==> config.mk <==
export PLATFORM = sky130hd
export DESIGN_NAME = cacheline_adaptor
export DESIGN_NICKNAME = d
export VERILOG_FILES = /design/src/rtl/cacheline_adaptor.sv
export SDC_FILE = /design/constraint.sdc
export NUM_CORES = 1
export LEC_CHECK = 0
export BUFFER_PORTS_ARGS = -buffer_cell sky130_fd_sc_hd__buf_2
export CAP_MARGIN = 15
export CORE_AREA = 2 2 279 281
export DETAILED_ROUTE_END_ITERATION = 10
export DIE_AREA = 0 0 281 283
export GPL_ROUTABILITY_DRIVEN = 0
export RECOVER_POWER = 25
export SLEW_MARGIN = 5
export SYNTH_ARGS = -nofsm -noshare
export SYNTH_HDL_FRONTEND = slang
export SYNTH_SLANG_ARGS = --single-unit
==> constraint.sdc <==
create_clock -name clk -period 2.8 [get_ports clk]
set_input_delay 0.42 -clock clk [delete_from_list [all_inputs] [get_ports clk]]
set_output_delay 0.42 -clock clk [all_outputs]
set_load 0.01 [all_outputs]
==> src/rtl/cacheline_adaptor.sv <==
// Bridges a 256-bit cache line port to a 64-bit burst memory: one line fill or
// writeback becomes four memory beats, completed by a single resp_o pulse.
module cacheline_adaptor #(
    parameter int unsigned LINE_WIDTH  = 256,
    parameter int unsigned BURST_WIDTH = 64,
    parameter int unsigned OFFSET_BITS = 5
) (
    input  logic                   clk,
    input  logic                   rst,
    input  logic [LINE_WIDTH-1:0]  line_i,
    output logic [LINE_WIDTH-1:0]  line_o,
    input  logic [31:0]            address_i,
    input  logic                   read_i,
    input  logic                   write_i,
    output logic                   resp_o,
    input  logic [BURST_WIDTH-1:0] burst_i,
    output logic [BURST_WIDTH-1:0] burst_o,
    output logic [31:0]            address_o,
    output logic                   read_o,
    output logic                   write_o,
    input  logic                   resp_i
);
    localparam int unsigned    BEATS       = LINE_WIDTH / BURST_WIDTH;
    localparam int unsigned    CNT_W       = (BEATS > 1) ? $clog2(BEATS) : 1;
    localparam logic [CNT_W-1:0] LAST_BEAT = CNT_W'(BEATS - 1);
    localparam logic [31:0]    OFFSET_MASK = 32'((64'd1 << OFFSET_BITS) - 64'd1);

    typedef enum logic [1:0] {
        S_IDLE,
        S_RD_BURST,
        S_WR_BURST,
        S_DONE
    } state_t;

    state_t                 r_state;
    logic [CNT_W-1:0]       r_cnt;
    logic [LINE_WIDTH-1:0]  r_line;
    logic [LINE_WIDTH-1:0]  r_line_o;
    logic [BURST_WIDTH-1:0] r_burst;
    logic [31:0]            r_addr;
    logic                   r_read;
    logic                   r_write;
    logic                   r_resp;

    logic [CNT_W-1:0]       w_next_cnt;
    logic                   w_last;
    logic [31:0]            w_addr_aligned;
    logic [LINE_WIDTH-1:0]  w_rd_line;

    assign w_next_cnt     = r_cnt + CNT_W'(1);
    assign w_last         = (r_cnt == LAST_BEAT);
    assign w_addr_aligned = address_i & ~OFFSET_MASK;

    // Line buffer with the current read beat merged into its slot.
    always_comb begin
        w_rd_line = r_line;
        w_rd_line[BURST_WIDTH*r_cnt +: BURST_WIDTH] = burst_i;
    end

    always_ff @(posedge clk) begin
        if (rst) begin
            r_state  <= S_IDLE;
            r_cnt    <= '0;
            r_line   <= '0;
            r_line_o <= '0;
            r_burst  <= '0;
            r_addr   <= '0;
            r_read   <= 1'b0;
            r_write  <= 1'b0;
            r_resp   <= 1'b0;
        end else begin
            case (r_state)
                S_IDLE: begin
                    r_cnt <= '0;
                    if (write_i) begin
                        r_line  <= line_i;
                        r_addr  <= w_addr_aligned;
                        r_burst <= line_i[BURST_WIDTH-1:0];
                        r_write <= 1'b1;
                        r_state <= S_WR_BURST;
                    end else if (read_i) begin
                        r_addr  <= w_addr_aligned;
                        r_read  <= 1'b1;
                        r_state <= S_RD_BURST;
                    end
                end
                S_RD_BURST: begin
                    if (resp_i) begin
                        r_line <= w_rd_line;
                        r_cnt  <= w_next_cnt;
                        if (w_last) begin
                            r_line_o <= w_rd_line;
                            r_read   <= 1'b0;
                            r_resp   <= 1'b1;
                            r_state  <= S_DONE;
                        end
                    end
                end
                S_WR_BURST: begin
                    if (resp_i) begin
                        r_cnt <= w_next_cnt;
                        if (w_last) begin
                            r_write <= 1'b0;
                            r_resp  <= 1'b1;
                            r_state <= S_DONE;
                        end else begin
                            r_burst <= r_line[BURST_WIDTH*w_next_cnt +: BURST_WIDTH];
                        end
                    end
                end
                S_DONE: begin
                    r_resp  <= 1'b0;
                    r_state <= S_IDLE;
                end
                default: begin
                    r_state <= S_IDLE;
                end
            endcase
        end
    end

    assign line_o    = r_line_o;
    assign burst_o   = r_burst;
    assign address_o = r_addr;
    assign read_o    = r_read;
    assign write_o   = r_write;
    assign resp_o    = r_resp;

endmodule

==> impl_metrics.toml <==
[run_status]
outcome = "complete, no violations"

[global_routing]
antenna_found_initial = 15
grt_pass1_wl_um = 176800
grtUsageTotal = 0.2878
grt_pass1_vias = 27830
grt-ovfl-total = 0
grt_start_max_net_pins = 178

[clock_network]
cts_resized = 0
postCtsSetupBuffers = 0
cts_tree = "built"
cts.path.max_buffers = 3
htreeDepth = 3
ctsHoldBuffers = 0
path_clk_slew_ns = 0.06
cts_root_buf = "clkbuf_16"
clock_latency_ns = 0.60
cts_buffers = 70
cts_sinks = 610

[yosys]
synth_cell_types = 48
yosys_register_bits = 610
yosys.area_share.xor_xnor = 0
ys.flop_type = "dfxtp_1"
syn_inst = 3390
yosys_warnings = 0
synth_top_family_by_area = "compound AO/OA/AOI/OAI gates"
synthMuxAreaShare = 0.04522
ys_seq_area_frac = 0.4243
netlist_area_um2 = 28780
synth-compound-area-share = 0.2322
synth_edf_count = 0
synth-async-reset-ratio = 0
yosys.area_share.simple = 0.2316
synth_area_per_cell_um2 = 8.489
synth_adder_area_share = 0.004348

[pwr]
power_density_nw_per_um2 = 995.7
total_power_uw = 34980
p_leak_uw = 0.01270
ir_worst_vdd_uv = 668.6

[critical_path]
arrival_ns = 2.89
crit_path_start_kind = "flop"
critical_path.max_fanout = 18
setup.worst_path.end_class = "flop"
critPathKind = "flop to flop"
r2r_slack_ns = 0.33
worstPathRequired_ns = 3.22
worstRegToRegCells = 5

[routing]
first_pass_iters = 6
ant_nets = 0
drt_wl_total_um = 119700
vias = 29600
viasPerCell = 5.927
drtIter0Drc = 2916
avgRoutedWirePerCell_um = 23.97
drc_errors = 0

[die]
die_x_um = 281
initial_utilization = 0.3752
die_h_um = 283
design.portCount = 712
core_um2 = 76700
num_rows = 102
dieArea_um2 = 79520

[flow_run]
cap_viol_max_count = 0

[layout]
layout.nets = 4269
fin_util = 0.4581
stdcell_count = 4993
layout-drive-gt1-share = 0.1809
syn_to_final_growth_pct = 22.09
fill_cells = 7720

[placed_design]
io_buffers = 701
dpl.cell_count = 4870
dp_hpwl_um = 78160

[sta]
min_period_over_period = 0.8810
whs_ns = 0.05219
timing.setup.tns_ns = 0
maxSlewHeadroom = 0.2564
hold_viol = 0
fmax_ghz = 0.4054
period_needed_ns = 2.467
fin_skew_ns = 0.02647
tightest_slew_ns = 1.115
grt_setup_unrepaired = "no"
setup_viol = 0
slew_viol_final = 0

[hold_path]
holdPathStages = 3
hold_class = "input pin to flop"
==> routing by layer <==
metal | vias to the layer above | part of all wire | routed length [um] | global-route usage
li1 | 13550 | - | - | -
met1 | 14290 | 0.42 | 49910 | 0.3793
met2 | 1478 | 0.46 | 55530 | 0.4643
met3 | 256 | 0.083 | 9874 | 0.04997
met4 | 16 | 0.036 | 4263 | 0.1174
met5 | - | 0.00086 | 103 | 0
==> power breakdown <==
part,switching [uW],leakage [uW],internal [uW]
sequential,1890,0.00498,10900
clock,3800,0.00111,5360
combinational,8170,0.00661,4830
total,13900,0.0127,21100
==> layout by cell type (no fill, tap or decap), types with 42 or more instances in the layout <==
master       n
clkbuf_1   257
nor3_1     144
clkbuf_16   72
buf_4       51
nand3_1    211
a22o_1     192
o22ai_1     64
buf_2      460
nor2_1     567
mux2i_1    130
o21ai_0     42
nand2b_1   211
nor2b_1     66
a311oi_1   238
nand2_1    149
dfxtp_1    609
a31oi_1    192
a221oi_1    46
==> Yosys cell counts, types with 46 or more instances <==
cell	n	area, um2
o22ai_1	64	400.4
a22o_1	192	1682
nand3_1	212	1061
nand2_1	150	563.0
buf_4	48	360.4
mux2i_1	130	1301
buf_2	137	685.7
dfxtp_1	610	12210
clkbuf_1	156	585.6
nor3_1	144	720.7
a31oi_1	192	1201
a311oi_1	238	2085
nor2b_1	67	419.2
nand2b_1	212	1326
nor2_1	568	2132
a221oi_1	46	402.9
==> stage by stage <==
| stage | cell area, um2 | setup slack, ns |
|---|---|---|
| global placement | 33180 | 0.4010 |
| CTS | 35420 | 0.3353 |
| floorplan | 28790 | 0.4425 |
| finish | 35130 | 0.3333 |
| detailed placement | 33180 | 0.3521 |
| global route | 35130 | 0.2337 |
==> area by class of cell <==
type                    instances  area, um2  area share
multi-input cells            2421      14940      0.4252
flip-flops and latches        610      12220      0.3477
repair buffers                792       4402      0.1253
clock buffers                 103       2058     0.05858
well taps                    1040       1301     0.03704
clock inverters                15      180.2    0.005128
inverters                       7      26.28   0.0007479
diodes                          5      12.51   0.0003561
==> kinds of logic after synthesis <==
kind of cell | count (synthesis)
AO/OA/AOI/OAI | 875
adder cells (fa/ha/maj) | 10
buffers and inverters | 363
flip-flops | 610
multiplexers | 130
other | 1
AND/OR/NAND/NOR | 1401
==> critical path, cell delays in order (launching register included) <==
cell and delay, ns:
dfxtp_1 0.36, inv_1 0.14, ha_1 0.29, nor2b_4 0.33, or3_1 0.90, o221ai_1 0.26
==> registers in the layout, summed over array words and instances, names as in the netlist <==
signal,flops
line_o,256
r_line,256
burst_o,64
address_o,27
r_cnt,2
r_state,2
read_o,1
resp_o,1
write_o,1
==> path summary, 6_finish.rpt <==
check / start / to
worst max-delay path: r_state[0] / r_line[191]
worst min-delay path: line_i[178] / r_line[178]
worst max register to register: r_state[0] / r_line[191]
worst min register to register: address_o[28] / address_o[28]
Power figures use the tool's default switching activity.
